<file path="config.mk">
export PLATFORM = sky130hd
export DESIGN_NAME = t07_wb_arbiter
export DESIGN_NICKNAME = d
export VERILOG_FILES = /design/src/rtl/t07_wb_arbiter.sv
export SDC_FILE = /design/constraint.sdc
export NUM_CORES = 1
export LEC_CHECK = 0
export CAP_MARGIN = 20
export CORE_MARGIN = 2
export CORE_UTILIZATION = 39
export CTS_BUF_LIST = sky130_fd_sc_hd__clkbuf_16
export DETAILED_ROUTE_END_ITERATION = 8
export PLACE_DENSITY = 0.79
export SLEW_MARGIN = 20
export SYNTH_ARGS = -nofsm -noshare
export SYNTH_HDL_FRONTEND = slang
export SYNTH_SLANG_ARGS = --single-unit
</file>
<file path="constraint.sdc">
create_clock -name clk -period 2 [get_ports clk]
set_input_delay 0.4 -clock clk [delete_from_list [all_inputs] [get_ports clk]]
set_output_delay 0.4 -clock clk [all_outputs]
set_load 0.02 [all_outputs]
</file>
<file path="src/rtl/t07_wb_arbiter.sv">
// Writeback arbiter: grants one of INT / MEM / FPU per cycle onto a single register-file
// write port, with round-robin or fixed priority, and a registered writeback stage.
module t07_wb_arbiter #(
    parameter bit RR_EN = 1'b1
) (
    input  logic       clk,
    input  logic       rst,
    input  logic       int_valid,
    input  logic [2:0] int_sel,
    input  logic [4:0] int_rd,
    input  logic       mem_valid,
    input  logic [4:0] mem_rd,
    input  logic       fpu_valid,
    input  logic [4:0] fpu_rd,
    output logic       int_ready,
    output logic       mem_ready,
    output logic       fpu_ready,
    output logic       wb_en,
    output logic [2:0] wb_sel,
    output logic [4:0] wb_rd,
    output logic       stall,
    output logic       sel_err
);

    typedef enum logic [1:0] {
        PTR_INT = 2'd0,
        PTR_MEM = 2'd1,
        PTR_FPU = 2'd2
    } ptr_e;

    ptr_e       ptr_q, ptr_d;
    logic       int_sel_bad;
    logic       en_d;
    logic [2:0] sel_d;
    logic [4:0] rd_d;

    // Legal integer sources are PC (000), ALU (010) and imm (100) only.
    assign int_sel_bad = int_sel[0] | (int_sel[2] & int_sel[1]);
    assign stall       = int_valid & ~int_ready;

    always_comb begin
        int_ready = 1'b0;
        mem_ready = 1'b0;
        fpu_ready = 1'b0;
        ptr_d     = ptr_q;
        if (!rst) begin
            if (RR_EN) begin
                case (ptr_q)
                    PTR_INT: begin
                        if (int_valid)      int_ready = 1'b1;
                        else if (mem_valid) mem_ready = 1'b1;
                        else if (fpu_valid) fpu_ready = 1'b1;
                    end
                    PTR_MEM: begin
                        if (mem_valid)      mem_ready = 1'b1;
                        else if (fpu_valid) fpu_ready = 1'b1;
                        else if (int_valid) int_ready = 1'b1;
                    end
                    default: begin
                        if (fpu_valid)      fpu_ready = 1'b1;
                        else if (int_valid) int_ready = 1'b1;
                        else if (mem_valid) mem_ready = 1'b1;
                    end
                endcase
                if (int_ready)      ptr_d = PTR_MEM;
                else if (mem_ready) ptr_d = PTR_FPU;
                else if (fpu_ready) ptr_d = PTR_INT;
            end else begin
                if (mem_valid)      mem_ready = 1'b1;
                else if (fpu_valid) fpu_ready = 1'b1;
                else if (int_valid) int_ready = 1'b1;
                ptr_d = PTR_MEM;
            end
        end
    end

    // Select and address hold their last value when nothing transfers.
    always_comb begin
        en_d  = 1'b0;
        sel_d = wb_sel;
        rd_d  = wb_rd;
        if (mem_ready) begin
            sel_d = 3'b001;
            rd_d  = mem_rd;
            en_d  = |mem_rd;
        end else if (fpu_ready) begin
            sel_d = 3'b011;
            rd_d  = fpu_rd;
            en_d  = |fpu_rd;
        end else if (int_ready) begin
            sel_d = int_sel;
            rd_d  = int_rd;
            en_d  = (|int_rd) & ~int_sel_bad;
        end
    end

    always_ff @(posedge clk) begin
        if (rst) begin
            ptr_q   <= PTR_MEM;
            wb_en   <= 1'b0;
            wb_sel  <= 3'b000;
            wb_rd   <= 5'd0;
            sel_err <= 1'b0;
        end else begin
            ptr_q  <= ptr_d;
            wb_en  <= en_d;
            wb_sel <= sel_d;
            wb_rd  <= rd_d;
            if (int_ready && int_sel_bad) sel_err <= 1'b1;
        end
    end

endmodule
</file>
* Word-level counts from Yosys, hierarchy flattened
Index checks and enable logic that the tools add are counted.
** Word-level totals
- Word-level logic and storage cells :: 54
- Input bits :: 23
- Output and inout bits :: 14
- Bits in registers :: 12
** Operators by class
- Multiplexer cells :: 29
- Reductions and logical operators :: 11
- Eq/ne operators :: 1
- Bitwise operators :: 6
** Operators by type and width (count)
- 2-to-1 mux 1 bit :: 19
- 2-to-1 mux 5 bit :: 3
- OR reduction 5 bit :: 3
- 2-to-1 mux 2 bit :: 4
- case mux 1 bit (2 select lines) :: 3
- nonzero test 2 bit :: 2
- OR reduction 2 bit :: 2
- AND 1 bit :: 3
- nonzero test 3 bit :: 1
- OR reduction 3 bit :: 1
- == test 2 x 1 -> 1 bit, second input constant :: 1
- logical NOT 2 bit :: 1
- inverter 1 bit :: 2
- logical AND 1 bit :: 1
- OR 1 bit :: 1

* Longest topological paths before layout
- Depth in word-level cells :: 9
- Depth in mapped cells :: 6
- Gate-level depth less buffers :: 4

* Least setup slack after synthesis
OpenSTA, ideal clock, no wires.
- Path type :: input port to output port
- From :: input port int_valid
- To :: output port stall
- Stages :: 5
- Path slack :: 0.110 ns
- Data required time :: 1.600 ns
- Data arrival time :: 1.490 ns
- Buffers on the path :: 1
- Cells stage by stage :: buf_6 > nor3b_2 > a31oi_4 > nor2_1 > nor2b_1
** Between the ends
- Word-level cells in the longest chain between the ends :: 8
** RTL lines
- start: declaration :: line 8 : input logic int_valid,
- 2-to-1 mux 1 bit * :: line 50, 57, 61
- 2-to-1 mux 1 bit :: line 60 : if (fpu_valid) fpu_ready = 1'b1;
- 2-to-1 mux 1 bit :: line 55 : if (mem_valid) mem_ready = 1'b1;
- case mux 1 bit (2 select lines) * :: line 48 : case (ptr_q)
- 2-to-1 mux 1 bit * (2 in a row) :: line 46 : if (!rst) begin
- named net int_ready :: line 15 : output logic int_ready,
- inverter 1 bit * :: line 39 : assign stall = int_valid & ~int_ready;
- AND 1 bit * :: line 39
- end: declaration :: line 21 : output logic stall,
Mark *: on every way through the listed nets, which the timed path passes. The rest lies on a longest branch. The select of a mux whose other input is x is not followed.

* Final worst setup path
- From :: input port int_valid
- To :: output port stall
** Between the ends
- Word-level cells in the longest chain between the ends :: 8
** RTL lines (line)
- 2-to-1 mux 1 bit :: 50, 57, 61
- 2-to-1 mux 1 bit :: 60
- 2-to-1 mux 1 bit :: 55
- case mux 1 bit (2 select lines) :: 48
- 2-to-1 mux 1 bit (2 in a row) :: 46
- inverter 1 bit :: 39
- AND 1 bit * :: 39
Every way passes the cells marked *; elsewhere a longest branch is shown, timed or not. The select of a mux whose other input is x is not followed.

==> impl_metrics.json <==
{
  "status": "finished, final reports clean",
  "wl_um": 2350,
  "power_frac_comb_pct": 29.6,
  "route.detailed.drc": 0,
  "synth.top_cells.by_area": "dfxtp_1, nor3_1, o221ai_1, nor2_1, a31oi_1",
  "drtAntennaViolNets": 0,
  "synth_flop_cell": "dfxtp_1",
  "maxSlewHeadroom_pct": 74.3,
  "fill_cells": 137,
  "synth_warnings": 0,
  "vias": 897,
  "fin_crit_ns": 1.93,
  "syn_avg_cell_area_um2": 8.20,
  "syn_inst": 90,
  "hold_end": "sel_err$_SDFFE_PP0P_",
  "synthTopCellsByCount": "nor3_1, dfxtp_1, nor2_1",
  "clock_path_buffers": 2,
  "insertion_delay_ns": 0.24,
  "cp.buffers_inverters": 2,
  "rrSetupSlack_ns": 0.43,
  "cp_max_fo": 5,
  "cts.sinks": 12,
  "drt_iter0_drc": 34,
  "worst_hold_path_type": "register to register",
  "reg2reg_to": "wb_sel[2]$_SDFFE_PP0P_",
  "synth_nets": 113,
  "cp.depth": 6,
  "yosysTopAreaCellShare_pct": 32.5,
  "yosysSeqAreaShare_pct": 32.5,
  "cp_data_required_time_ns": 1.60,
  "grt_start_max_net_pins": 14,
  "hold_viol": 0,
  "clockRootBuffer": "clkbuf_16",
  "design.portCount": 37,
  "slew_violations": 0,
  "final_util_pct": 72.9,
  "dp.final_hpwl_um": 1780,
  "port_buffers": 36,
  "crit_path_max_incr_delay_ns": 0.30,
  "placed_cell_area_um2": 1180,
  "routedWlPerCell_um": 14.7,
  "switchingPower_uw": 248,
  "crit_family": "buffers and inverters",
  "core_area_um2": 1750,
  "finalSetupViolations": 0,
  "ys_async_sr_fraction_pct": 0,
  "design_area_um2": 1270,
  "dpl.cell_count": 157,
  "synth_top_area_cell": "dfxtp_1",
  "hold_slack_ns": 0.461,
  "rsz0062_at_grt": "false",
  "worstSetupStartpointType": "input port",
  "min_from": "sel_err$_SDFFE_PP0P_",
  "finalWeightedCongestion": 0.831,
  "finClkSkew_ns": 0.00305,
  "grt_usage_pct": 24.1,
  "die_area_um2": 2260,
  "areaGrowthSynthToFinish_pct": 72.4,
  "criticalPathCategory": "input port to output port",
  "chipWidth_um": 47.5,
  "antennaDiodeCount": 0,
  "clk_pin_slew_ns": 0.04,
  "power_frac_seq_pct": 30.7,
  "netlist_area_um2": 738,
  "sw_frac_of_total_pct": 27.1,
  "cts_buffers": 3,
  "power.total_uw": 914,
  "initial_core_util_pct": 42.3,
  "cts_tree": "built",
  "die_height_um": 47.5,
  "hold_depth": 1,
  "synthMostInstantiatedCell": "nor3_1",
  "peakVddDrop_v": 0.000575,
  "first_global_vias": 805,
  "max_cap_viol_count": 0,
  "holdBufCountCts": 0,
  "leakage_nw": 0.518,
  "synth_edf_count": 0,
  "worstMarginPinSlew_ns": 0.384,
  "nets": 160,
  "final_cells": 160,
  "synth_cell_types": 33,
  "fmaxAchievable_ghz": 0.519,
  "overflow": 0,
  "h-tree-depth": 1,
  "end_kind": "output port",
  "cp.arrival_ns": 1.53,
  "regToRegStartpoint": "ptr_q[1]$_SDFFE_PP0P_",
  "drive_above_1_share_pct": 20.0,
  "yosys_register_bits": 12,
  "power_frac_clock_pct": 39.7,
  "firstDrtPassIters": 5,
  "antenna_found_initial": 0,
  "rows": 15,
  "cp_slowest_cell": "dlygate4sd2_1",
  "reg2reg_depth": 5,
  "path_cells": "dlygate4sd2_1 > nor3b_4 > a31oi_4 > nor2_1 > nor2b_1 > clkdlybuf4s15_2",
  "viasPerCell": 5.61,
  "fin_crit_sh_pct": 96.4,
  "intPower_uw": 667,
  "grt_first_pass_wirelength_um": 3590,
  "power_density_nw_per_um2": 719
}
==> metrics by stage <==
| stage | TNS, ns | setup slack (ns) |
|---|---|---|
| after CTS | 0 | 0.0809 |
| after global placement | -1.77 | -0.455 |
| after detailed placement | -1.95 | -0.478 |
| final | 0 | 0.0719 |
| after global routing | 0 | 0.00933 |
| after floorplan | 0 | 0.110 |
==> power groups by stage <==
| stage | logic [mW] | registers, mW | clock network, mW |
|---|---|---|---|
| floorplan | 0.105 | 0.306 | 0 |
| global placement | 0.265 | 0.283 | 0 |
| detailed placement | 0.270 | 0.283 | 0 |
| CTS | 0.270 | 0.281 | 0.366 |
| global route | 0.288 | 0.284 | 0.380 |
| finish | 0.270 | 0.281 | 0.363 |
==> layout by cell type (no fill, tap or decap), drive strengths merged, types with 2 or more instances in the layout <==
cell type and n:
dlygate4sd2 3, buf 12, o21ai 2, clkbuf 3
and2 2, a21oi 3, dfxtp 12, nand2 3
nand2b 2, nand3 5, clkdlybuf4s15 4, nor3b 2
o221ai 5, a31oi 5, nor2b 2, inv 5
a311oi 2, nor2 8, clkdlybuf4s50 29, or4 2
mux2i 2, nor3 13
==> metal layers <==
metal,global-route usage (%),part of all wire (%)
met1,30.5,42
met2,37.0,48
met3,6.04,7.7
met4,13.3,2.2
met5,0,0
==> cell families (layout without fill, tap and decap cells) <==
kind of cell / after synthesis / in the layout / synth area share [%]
buf+inv: 11 / 56 / 7.29
simple gates: 42 / 42 / 31.4
flops: 12 / 12 / 32.5
mux: 3 / 3 / 4.75
compound gates: 22 / 22 / 24.1
==> flip-flops by register name, summed over array words and instances (netlist names) <==
| register | cells |
|---|---|
| sel_err | 1 |
| wb_en | 1 |
| wb_sel | 3 |
| wb_rd | 5 |
| ptr_q | 2 |
==> how the worst max path moves through the flow <==
stage                       end                   from
after global routing      stall  ptr_q[1]$_SDFFE_PP0P_
after global placement    stall              mem_valid
after floorplan           stall              int_valid
after detailed placement  stall              int_valid
after CTS                 stall              int_valid
final                     stall              int_valid
==> layout make-up <==
type,count,area (um2),share of cell area (%)
Clock buffer,3,75.1,5.90
Inverter,5,18.8,1.47
Multi-Input combinational cell,67,455,35.8
Sequential cell,12,240,18.9
Tap cell,25,31.3,2.46
Timing Repair Buffer,48,452,35.5
==> repair_timing <==
action	in CTS	in global routing
setup endpoints to repair	4	0
setup buffers	0	0
gates resized for setup	17	0
Note: power is estimated with default switching activity, not from simulation.
